### src/rtl/reset_sequencer.sv
// Reset sequencer: stretches PLL-lock and button resets into a
// clean registered SoC reset with a reboot counter.
module reset_sequencer #(
  parameter int HOLD_CYCLES = 16
) (
  input  logic       clk_in,
  input  logic       reset_in,
  input  logic       button_in,
  output logic       reset_out,
  output logic       ready_out,
  output logic [7:0] reboot_count_out
);

  localparam int CNT_W =
    ($clog2(HOLD_CYCLES) < 1) ? 1 : $clog2(HOLD_CYCLES);
  localparam logic [CNT_W-1:0] LAST = CNT_W'(HOLD_CYCLES - 1);

  typedef enum logic [1:0] {
    ASSERT = 2'd0,
    COUNT  = 2'd1,
    RUN    = 2'd2
  } state_t;

  state_t           state;
  state_t           state_n;
  logic [CNT_W-1:0] count;
  logic [CNT_W-1:0] count_n;
  logic             bump;
  logic             btn_s1;
  logic             btn_s2;
  logic             btn;

  assign btn = btn_s2;

  // Two-flop synchronizer for the raw button.
  always_ff @(posedge clk_in or negedge reset_in) begin
    if (!reset_in) begin
      btn_s1 <= 1'b0;
      btn_s2 <= 1'b0;
    end else begin
      btn_s1 <= button_in;
      btn_s2 <= btn_s1;
    end
  end

  // Next state, next hold count and reboot strobe.
  always_comb begin
    state_n = state;
    count_n = count;
    bump    = 1'b0;
    unique case (state)
      ASSERT: begin
        count_n = '0;
        if (!btn) state_n = COUNT;
      end
      COUNT: begin
        if (btn) begin
          state_n = ASSERT;
          count_n = '0;
        end else if (count == LAST) begin
          state_n = RUN;
          count_n = '0;
        end else begin
          count_n = count + CNT_W'(1);
        end
      end
      RUN: begin
        count_n = '0;
        if (btn) begin
          state_n = ASSERT;
          bump    = 1'b1;
        end
      end
      default: begin
        state_n = ASSERT;
        count_n = '0;
      end
    endcase
  end

  // State, counter and outputs share one edge so reset_out
  // flips on the same edge that enters or leaves RUN.
  always_ff @(posedge clk_in or negedge reset_in) begin
    if (!reset_in) begin
      state     <= ASSERT;
      count     <= '0;
      reset_out <= 1'b0;
      ready_out <= 1'b0;
    end else begin
      state     <= state_n;
      count     <= count_n;
      reset_out <= (state_n == RUN);
      ready_out <= (state_n == RUN);
    end
  end

  // Saturating count of button-initiated reboots.
  always_ff @(posedge clk_in or negedge reset_in) begin
    if (!reset_in) begin
      reboot_count_out <= 8'd0;
    end else if (bump && reboot_count_out != 8'hFF) begin
      reboot_count_out <= reboot_count_out + 8'd1;
    end
  end

endmodule

### config.mk
export PLATFORM = sky130hd
export DESIGN_NAME = reset_sequencer
export DESIGN_NICKNAME = d
export VERILOG_FILES = /design/src/rtl/reset_sequencer.sv
export SDC_FILE = /design/constraint.sdc
export NUM_CORES = 1
export LEC_CHECK = 0
export BUFFER_PORTS_ARGS = -buffer_cell sky130_fd_sc_hd__buf_2
export CORE_MARGIN = 1
export CORE_UTILIZATION = 40
export CTS_BUF_LIST = sky130_fd_sc_hd__clkbuf_4
export DETAILED_ROUTE_END_ITERATION = 8
export GPL_TIMING_DRIVEN = 0
export PLACE_DENSITY = 0.65
export SLEW_MARGIN = 20
export SYNTH_ARGS = -nofsm -noshare
export SYNTH_HDL_FRONTEND = slang
export SYNTH_SLANG_ARGS = --single-unit
### constraint.sdc
create_clock -name clk_in -period 1.8 [get_ports clk_in]
set_input_delay 0.18 -clock clk_in [delete_from_list [all_inputs] [get_ports clk_in]]
set_output_delay 0.18 -clock clk_in [all_outputs]
set_load 0.02 [all_outputs]
# After elaboration in Yosys (flattened, before gate mapping)

Index checks and enable logic that the tools add are counted.
Widths: inputs -> output; s select.

$add $sub $neg: 2
Eq/ne operators: 5
Multiplexer cells: 10
Reductions and logical operators: 2

Operators by type and width:

| operator            | count |
|---|---|
| $mux 4              | 3 |
| $add 8x1->8 const B | 1 |
| $mux 2              | 4 |
| $ne 8x8->1 const B  | 1 |
| $pmux 2 s3          | 1 |
| $add 4x1->4 const B | 1 |
| $eq 2x2->1 const B  | 2 |
| $eq 4x4->1 const B  | 1 |
| $eq 2x1->1 const B  | 1 |
| $logic_not 2->1     | 1 |
| $mux 1              | 2 |
| $logic_and 1x1->1   | 1 |

Register bits after elaboration: 17
Output and inout port bits: 10
Word-level logic and storage cells: 25

# Logic depth before layout (Yosys ltp)

Gate-level depths: netlist (run 1).

Depth in word-level cells: 5
Gate-level depth with buffers: 4
Gate-level depth less buffers: 4

# Least setup slack after synthesis (run 1)

No wires, ideal clock.

Path kind: reg-to-reg
Start: reg reboot_count_out[0]
End: reg reboot_count_out[1]
Setup time: 128 ps
Arrival: 1410 ps
Setup slack: 262 ps
Stages on the path, launching flop included: 5
Buffers on the path: 0
Period minus slack after synthesis: 1538 ps
Path through: dfrtp_1 ha_1 nand3_2 o21ai_1 mux2_1

Cells in the longest elaborated chain, start to end: 2

RTL lines:

| what                                                                | line | text |
|---|---|---|
| start, declared                                                     | 11   | `output logic [7:0] reboot_count_out` |
| start signal, assigned                                              | 102  | `reboot_count_out <= reboot_count_out + 8'd1;` |
| parallel branches: the longest is 2 deep, another holds $add 8x1->8 | n/a  |  |

Several ways; the timed one is not identified.
A chain may end at the register's enable or synchronous reset.

# Worst setup path in the final report (run 1)

Ends and elaborated chain as after synthesis.

==> results of run 1 <==
-- cell usage after synthesis --
cell | count | share of area
nand3b_1 | 1 | 0.0097
a21oi_1 | 3 | 0.019
nand2_1 | 6 | 0.029
and4_1 | 1 | 0.011
a21o_1 | 1 | 0.0097
nand3_1 | 1 | 0.0065
a21boi_1 | 1 | 0.0097
nor4_2 | 2 | 0.032
nand3b_4 | 1 | 0.026
nor2_1 | 3 | 0.015
and3b_2 | 1 | 0.013
o21bai_1 | 1 | 0.0097
xor2_1 | 2 | 0.023
o21ai_0 | 1 | 0.0065
a211oi_1 | 2 | 0.019
and3_1 | 2 | 0.016
buf_4 | 1 | 0.0097
nand4_1 | 1 | 0.0081
ha_1 | 2 | 0.032
nor3_1 | 3 | 0.019
nand2b_1 | 1 | 0.0081
nand3_2 | 1 | 0.013
xnor2_1 | 2 | 0.023
dfrtp_1 | 17 | 0.55
a31oi_1 | 1 | 0.0081
mux2_1 | 3 | 0.044
a311oi_1 | 1 | 0.011
a21boi_0 | 1 | 0.0097
o21ai_1 | 1 | 0.0065
-- registers in the layout, indices dropped and copies added, names as in the netlist --
register	count
btn_s1	1
reboot_count_out	8
ready_out	1
btn	1
state	2
count	4
-- worst max-delay path by stage --
stage                                          startpoint  slack, ns                         endpoint  depth (start not counted)
after detailed placement  reboot_count_out[0]$_DFFE_PN0P_       0.28  reboot_count_out[1]$_DFFE_PN0P_                          4
final                     reboot_count_out[0]$_DFFE_PN0P_       0.28  reboot_count_out[1]$_DFFE_PN0P_                          4
after floorplan           reboot_count_out[0]$_DFFE_PN0P_       0.26  reboot_count_out[1]$_DFFE_PN0P_                          4
after global routing      reboot_count_out[0]$_DFFE_PN0P_       0.14  reboot_count_out[1]$_DFFE_PN0P_                          4
after global placement    reboot_count_out[0]$_DFFE_PN0P_       0.30  reboot_count_out[1]$_DFFE_PN0P_                          4
after CTS                 reboot_count_out[0]$_DFFE_PN0P_       0.26  reboot_count_out[1]$_DFFE_PN0P_                          4
-- report_power, final --
part	switching (mW)	internal [mW]	total [mW]
registers	0.00585	0.387	0.393
logic	0.0105	0.00857	0.0191
clock network	0.120	0.0825	0.202
total	0.136	0.478	0.614
-- area by class of cell --
cell class / instances / area (µm²) / area share
flip-flops and latches: 17 / 425 / 0.467
clock inverters: 1 / 5.00 / 0.00549
well taps: 25 / 31.3 / 0.0343
repair buffers: 14 / 80.1 / 0.0879
clock buffers: 3 / 22.5 / 0.0247
plain buffers: 1 / 7.51 / 0.00824
multi-input cells: 46 / 339 / 0.372
-- worst reg2reg max path, delay by kind of cell, from the launching register on --
kind	cells	cell delay [ns]
and+or+nand+nor	1	0.15
adders and majority gates	1	0.25
AOI/OAI and AO/OA	1	0.26
muxes	1	0.35
DFF	1	0.41
-- cell families (layout without fill, tap and decap cells) --
logic type | Yosys count | count (layout)
xor gates and xnor gates | 4 | 4
buffers and inverters | 1 | 19
DFF | 17 | 17
and+or+nand+nor | 24 | 24
AOI/OAI and AO/OA | 13 | 13
muxes | 3 | 3
adders and majority gates | 2 | 2
-- cells in the final DEF (no fill, tap or decap), types with 2 or more instances in the layout --
master,netlist,layout
a211oi_1,2,2
a21oi_1,3,3
and3_1,2,2
buf_2,0,12
clkbuf_4,0,3
dfrtp_1,17,17
dlygate4sd3_1,0,2
ha_1,2,2
mux2_1,3,3
nand2_1,6,6
nor2_1,3,3
nor3_1,3,3
nor4_2,2,2
xnor2_1,2,2
xor2_1,2,2
-- per-stage QoR --
step | setup slack (ns) | util | instances | area (µm²)
2_1_floorplan | 0.262 | - | 64 | 772
3_3_place_gp | 0.305 | 0.489 | 101 | 863
3_5_place_dp | 0.284 | 0.489 | 101 | 863
4_1_cts | 0.262 | 0.516 | 107 | 911
5_1_grt | 0.141 | 0.516 | 107 | 911
6_report | 0.280 | 0.516 | 107 | 911
-- per-layer routing --
layer	wire, µm	vias to the layer above	share of wire	global-route usage
met5	0	-	0	0
met4	12	0	0.0099	0.0882
met3	35	2	0.029	0.0238
met2	535	9	0.44	0.197
met1	626	261	0.52	0.204
li1	-	268	-	-
==> run summary, run 1 <==
Synth Area per Inst: 12.1 µm²
Nets: 88
core area: 0.00176 mm²
DRC: 0
CTS tree: yes
Max Clock Skew: 0.00152 ns
GR Util All Layers: 0.142
Setup violations, final: 0
first-pass GRT wire length: 2110 µm
Leak: 0.470 nW
Post-Syn Nets: 69
Mapped Cells: 64
# diodes: 0
DR iter-0 viols: 7
drt total wl: 1210 µm
xor and xnor area share after synthesis: 0.0454
sequential fraction of the synthesis area: 0.551
FILL cells: 177
synth-to-layout area growth: 18.0%
WS Path Type: reg -> reg
Synth Area in Compound Gates: 0.110
Reg2Reg Capture Point: reboot_count_out[1]$_DFFE_PN0P_
Fmax: 658 MHz
Max-Cap Viols: 0
cells along the critical path: ha_1 -> nand3_2 -> o21ai_1 -> mux2_1
Hold Slack: 0.327 ns
worst slew pin tran: 0.360 ns
via count: 540
largest net degree at the start of global routing: 18
hold buffers post-CTS: 2
Clk Latency, worst-skew pair: 0.28 ns
Detailed Routing Iterations Pass 1: 4
synth warn: 0
status: finished clean
post_cts resized: 0
fin crit share: 0.844
Final Hold Vio Count: 0
crit path DAT: 1.70 ns
GP Congestion: 0.709
layout cells sized above 1: 0.268
Largest stage delay, worst path: 0.41 ns
Syn Std Cell Area: 772 µm²
die width: 45.9 µm
power per cell area: 674 mW/mm²
WL per Instance: 11.3 µm
CTS max path bufs: 2
Hold Path Class: in -> async
total power draw: 0.614 mW
vias in the first global route: 506
clk sinks: 17
CP Launch Type: register
Port Buffers: 12
Crit Reg-Reg Startpoint: reboot_count_out[0]$_DFFE_PN0P_
post-synthesis adder-cell area fraction: 0.0324
Initial Util: 0.438
Inserted Clock Buffers: 3
worst vdd ir: 0.385 mV
fin crit period: 1.52 ns
detailed placement HPWL: 873 µm
r2r setup slk: 0.28 ns
Rel. slew slack: 0.760
register bit total from synthesis: 17
CP max stage cell: dfrtp_1
simple-gate share of the synthesized area: 0.207
WP buf/inv: 0
Die Height: 45.9 µm
initial antenna violation count: 0
root buf cell: clkbuf_4
row count: 15
post-synth cell types: 29
Vias/cell: 5.05
Worst Path Max Fanout: 5
Post-CTS Repair Setup Buffers: 0
CP required: 1.98 ns
Die ar.: 0.00211 mm²
main combinational cell family by area after synthesis: simple AND/OR/NAND/NOR gates
post-synthesis mux area share: 0.0438
number of placed I/O pins: 13
CP top delay family: flip-flops
H-Tree Depth: 1
unrepaired setup endpoints after global routing: no
Setup crit end kind: register
global route total overflow: 0
Sum Neg Setup Slack: 0 ns
post-route ant nets: 0
Register-to-Register Path Depth: 4
max-slew violations: 0
clock transition at the registers of the reported paths: 0.10 ns
No activity file was read; power rests on OpenSTA's default activity.
==> run 2, diff against run 1 <==
--- a/config.mk
+++ b/config.mk
@@ -5,6 +5,7 @@
 export SDC_FILE = /design/constraint.sdc
 export NUM_CORES = 1
 export LEC_CHECK = 0
+export ABC_AREA = 1
 export BUFFER_PORTS_ARGS = -buffer_cell sky130_fd_sc_hd__buf_2
 export CORE_MARGIN = 1
 export CORE_UTILIZATION = 40
==> constraint.sdc (replaced) <==
create_clock -name clk_in -period 1.4 [get_ports clk_in]
set_input_delay 0.14 -clock clk_in [delete_from_list [all_inputs] [get_ports clk_in]]
set_output_delay 0.14 -clock clk_in [all_outputs]
set_load 0.02 [all_outputs]
==> run 2 against run 1 <==
Critical path depth rose by 4. Wire length rose by 14%. Clock skew rose by 0.0046 ns. Largest power group unchanged. Sequential power rose by 30%. Worst setup slack got worse by 0.17 ns. Combinational power rose by 92%. Highest routed layer unchanged. Maximum frequency rose by 18%. Sequential share of layout area fell by 4.2 points. Clock-buffer cell count rose by 1.
==> run summary, run 2 <==
H-Tree Depth: 1 (unchanged)
Post-Syn Nets: 100 (+45%)
Setup violations, final: 0 (unchanged)
Hold Slack: 0.289 ns (-0.0375 ns)
Vias/cell: 4.59 (-9.1%)
top-area cell type share of the netlist area: 0.503 (-0.0481)
Sum Neg Setup Slack: 0 ns (unchanged)
Area after DPL: 940 µm² (+8.8%)
global route total overflow: 0 (unchanged)
initial antenna violation count: 0 (unchanged)
sequential fraction of the synthesis area: 0.503 (-0.0481)
Main synth FF type: dfrtp_1
Mapped Cells: 95 (+48%)
GR Util All Layers: 0.143 (+0.000479)
FFs w/ async S/R, synth: 1.00 (unchanged)
power per cell area: 839 mW/mm² (+24%)
combinational power share: 0.044 (+0.013)
EDFF count, synth: 0 (unchanged)
first-pass GRT wire length: 2170 µm (+2.6%)
area of the multi-input gates: 365 µm² (+7.7%)
Clk Latency, worst-skew pair: 0.29 ns (about the same)
via count: 647 (+20%)
Leak: 0.514 nW (+9.3%)
# diodes: 0 (unchanged)
post-synth top area cell: dfrtp_1
layout cells sized above 1: 0.254 (-0.0139)
detailed placement HPWL: 988 µm (+13%)
most common cell in the synthesized netlist: nand2_1
GP Congestion: 0.758 (+6.8%)
post-synth cell types: 22 (-24%)
Register-to-Register Path Depth: 8 (+4)
post-route ant nets: 0 (unchanged)
max reg flops: 8 (unchanged)
WL per Instance: 9.75 µm (-14%)
DRC: 0 (unchanged)
Die ar.: 0.00230 mm² (+9.1%)
dominant cells by area after synthesis: dfrtp_1 (50%), nand2_1 (14%), inv_1 (4.4%)
core area: 0.00198 mm² (+12%)
Crit Reg-Reg Startpoint: reboot_count_out[0]$_DFFE_PN0P_
FILL cells: 196 (+11%)
row count: 16 (+1)
commonest cells after routing, fill and taps aside: nand2_1 (31), dfrtp_1 (17), buf_2 (12), inv_1 (10), nand3_1 (7)
clock share of power: 0.348 (+0.019)
Rel. slew slack: 0.742 (-0.0179)
most frequent cells after synthesis: nand2_1 (31), dfrtp_1 (17), inv_1 (10), nand3_1 (7), nor2_1 (6)
Max-Cap Viols: 0 (unchanged)
final core occ: 0.504 (-0.0119)
Register Area: 425 µm² (unchanged)
Hold Path Class: in -> async
Final Hold Vio Count: 0 (unchanged)
clock transition at the registers of the reported paths: 0.11 ns (about the same)
Switching Fraction: 0.230 (+0.00832)
largest net degree at the start of global routing: 18 (unchanged)
Nets: 120 (+36%)
die width: 48.0 µm (+4.5%)
Inserted Clock Buffers: 3 (unchanged)
fin crit share: 0.921 (+0.0768)
CTS max path bufs: 2 (unchanged)
clk sinks: 17 (unchanged)
CTS tree: yes
CP Launch Type: register
most common library cell in the layout ignoring fill and taps: nand2_1
synth warn: 0 (unchanged)
synth-to-layout area growth: 18.2%
Synth Area per Inst: 8.90 µm² (-26%)
WS Path Type: reg -> reg
root buf cell: clkbuf_4
Fmax: 776 MHz (+18%)
crit path DAT: 1.49 ns (-0.21 ns)
max-slew violations: 0 (unchanged)
Non-Filler Cell Area, Final: 1000 µm² (+9.8%)
P_sw: 0.193 mW (+42%)
Int Pwr: 0.646 mW (+35%)
fin crit period: 1.29 ns (-0.230 ns)
status: finished clean
crit path from: reboot_count_out[0]$_DFFE_PN0P_
r2r setup slk: 0.11 ns (-0.17 ns)
CP required: 1.60 ns (-0.38 ns)
Reg2Reg Capture Point: reboot_count_out[7]$_DFFE_PN0P_
worst slew pin tran: 0.387 ns (+0.0268 ns)
DR iter-0 viols: 12 (+5)
drt total wl: 1380 µm (+14%)
Setup crit end kind: register
Max Clock Skew: 0.00610 ns (+0.00458 ns)
total power draw: 0.839 mW (+37%)
Detailed Routing Iterations Pass 1: 4 (unchanged)
Initial Util: 0.427 (-0.0108)
worst vdd ir: 0.522 mV (+36%)
vias in the first global route: 489 (-3.4%)
Worst Path Max Fanout: 8 (+3)
Biggest register: reboot_count_out
register bit total from synthesis: 17 (unchanged)
number of placed I/O pins: 13 (unchanged)
Sequential Power Share: 0.609 (-0.031)
Top Registers: reboot_count_out: 8 flops, count: 4 flops, state: 2 flops
Die Height: 48.0 µm (+4.5%)
Port Buffers: 12 (unchanged)
Syn Std Cell Area: 846 µm² (+9.6%)
==> run 2: repair_timing <==
action,4_1_cts,5_1_grt
hold buffers,2,0
setup buffers,0,1
endpoints found under the setup margin,0,5
gates resized for setup,0,1
hold endpoints to repair,18,0
==> run 2: how the worst max path moves through the flow <==
stage / to / slack [ns]
after floorplan: reboot_count_out[3]$_DFFE_PN0P_ / 0.07
after global placement: reboot_count_out[7]$_DFFE_PN0P_ / 0.12
after detailed placement: reboot_count_out[7]$_DFFE_PN0P_ / 0.08
after CTS: reboot_count_out[7]$_DFFE_PN0P_ / 0.07
after global routing: reboot_count_out[0]$_DFFE_PN0P_ / -0.007
final: reboot_count_out[7]$_DFFE_PN0P_ / 0.11
==> run 2: cells by family after synthesis <==
group / after synthesis / synth area share
AO/OA/AOI/OAI: 6 / 0.0458
XOR/XNOR: 4 / 0.0414
flip-flops: 17 / 0.503
adder cells (fa/ha/maj): 2 / 0.0296
buffers and inverters: 13 / 0.0681
AND/OR/NAND/NOR: 53 / 0.312
==> run 2: layer usage <==
layer,part of all wire,track usage,up-vias
li1,-,-,336
met1,0.53,0.208,299
met2,0.42,0.181,10
met3,0.032,0.0453,2
met4,0.011,0.0833,0
met5,0,0,-
==> run 2: cell type report <==
| type | count | area share |
|---|---|---|
| plain buffers | 1 | 0.00751 |
| clock buffers | 4 | 0.0300 |
| inverters | 12 | 0.0501 |
| multi-input cells | 65 | 0.365 |
| flip-flops and latches | 17 | 0.426 |
| well taps | 27 | 0.0338 |
| repair buffers | 15 | 0.0876 |
==> run 2: worst max-delay path, cell delays in order, from the launching register on <==
cell and delay [ns]:
dfrtp_1 0.42, ha_2 0.24, inv_2 0.05, nor2_4 0.14, nand2_4 0.09, nand2_8 0.10
inv_6 0.04, nand2_1 0.06, nand2_1 0.04
==> run 2: power by group through the flow <==
stage / Combinational, mW / Sequential, mW / Clock, mW
2_1_floorplan: 0.0176 / 0.519 / 0
3_3_place_gp: 0.0331 / 0.520 / 0
3_5_place_dp: 0.0331 / 0.520 / 0
4_1_cts: 0.0374 / 0.511 / 0.296
5_1_grt: 0.0439 / 0.513 / 0.314
6_report: 0.0366 / 0.511 / 0.292
==> run 2: metrics by stage <==
step	setup slack, ns	cells
detailed placement	0.0825	134
global route	-0.00679	141
floorplan	0.0740	95
global placement	0.122	134
finish	0.111	141
CTS	0.0702	140
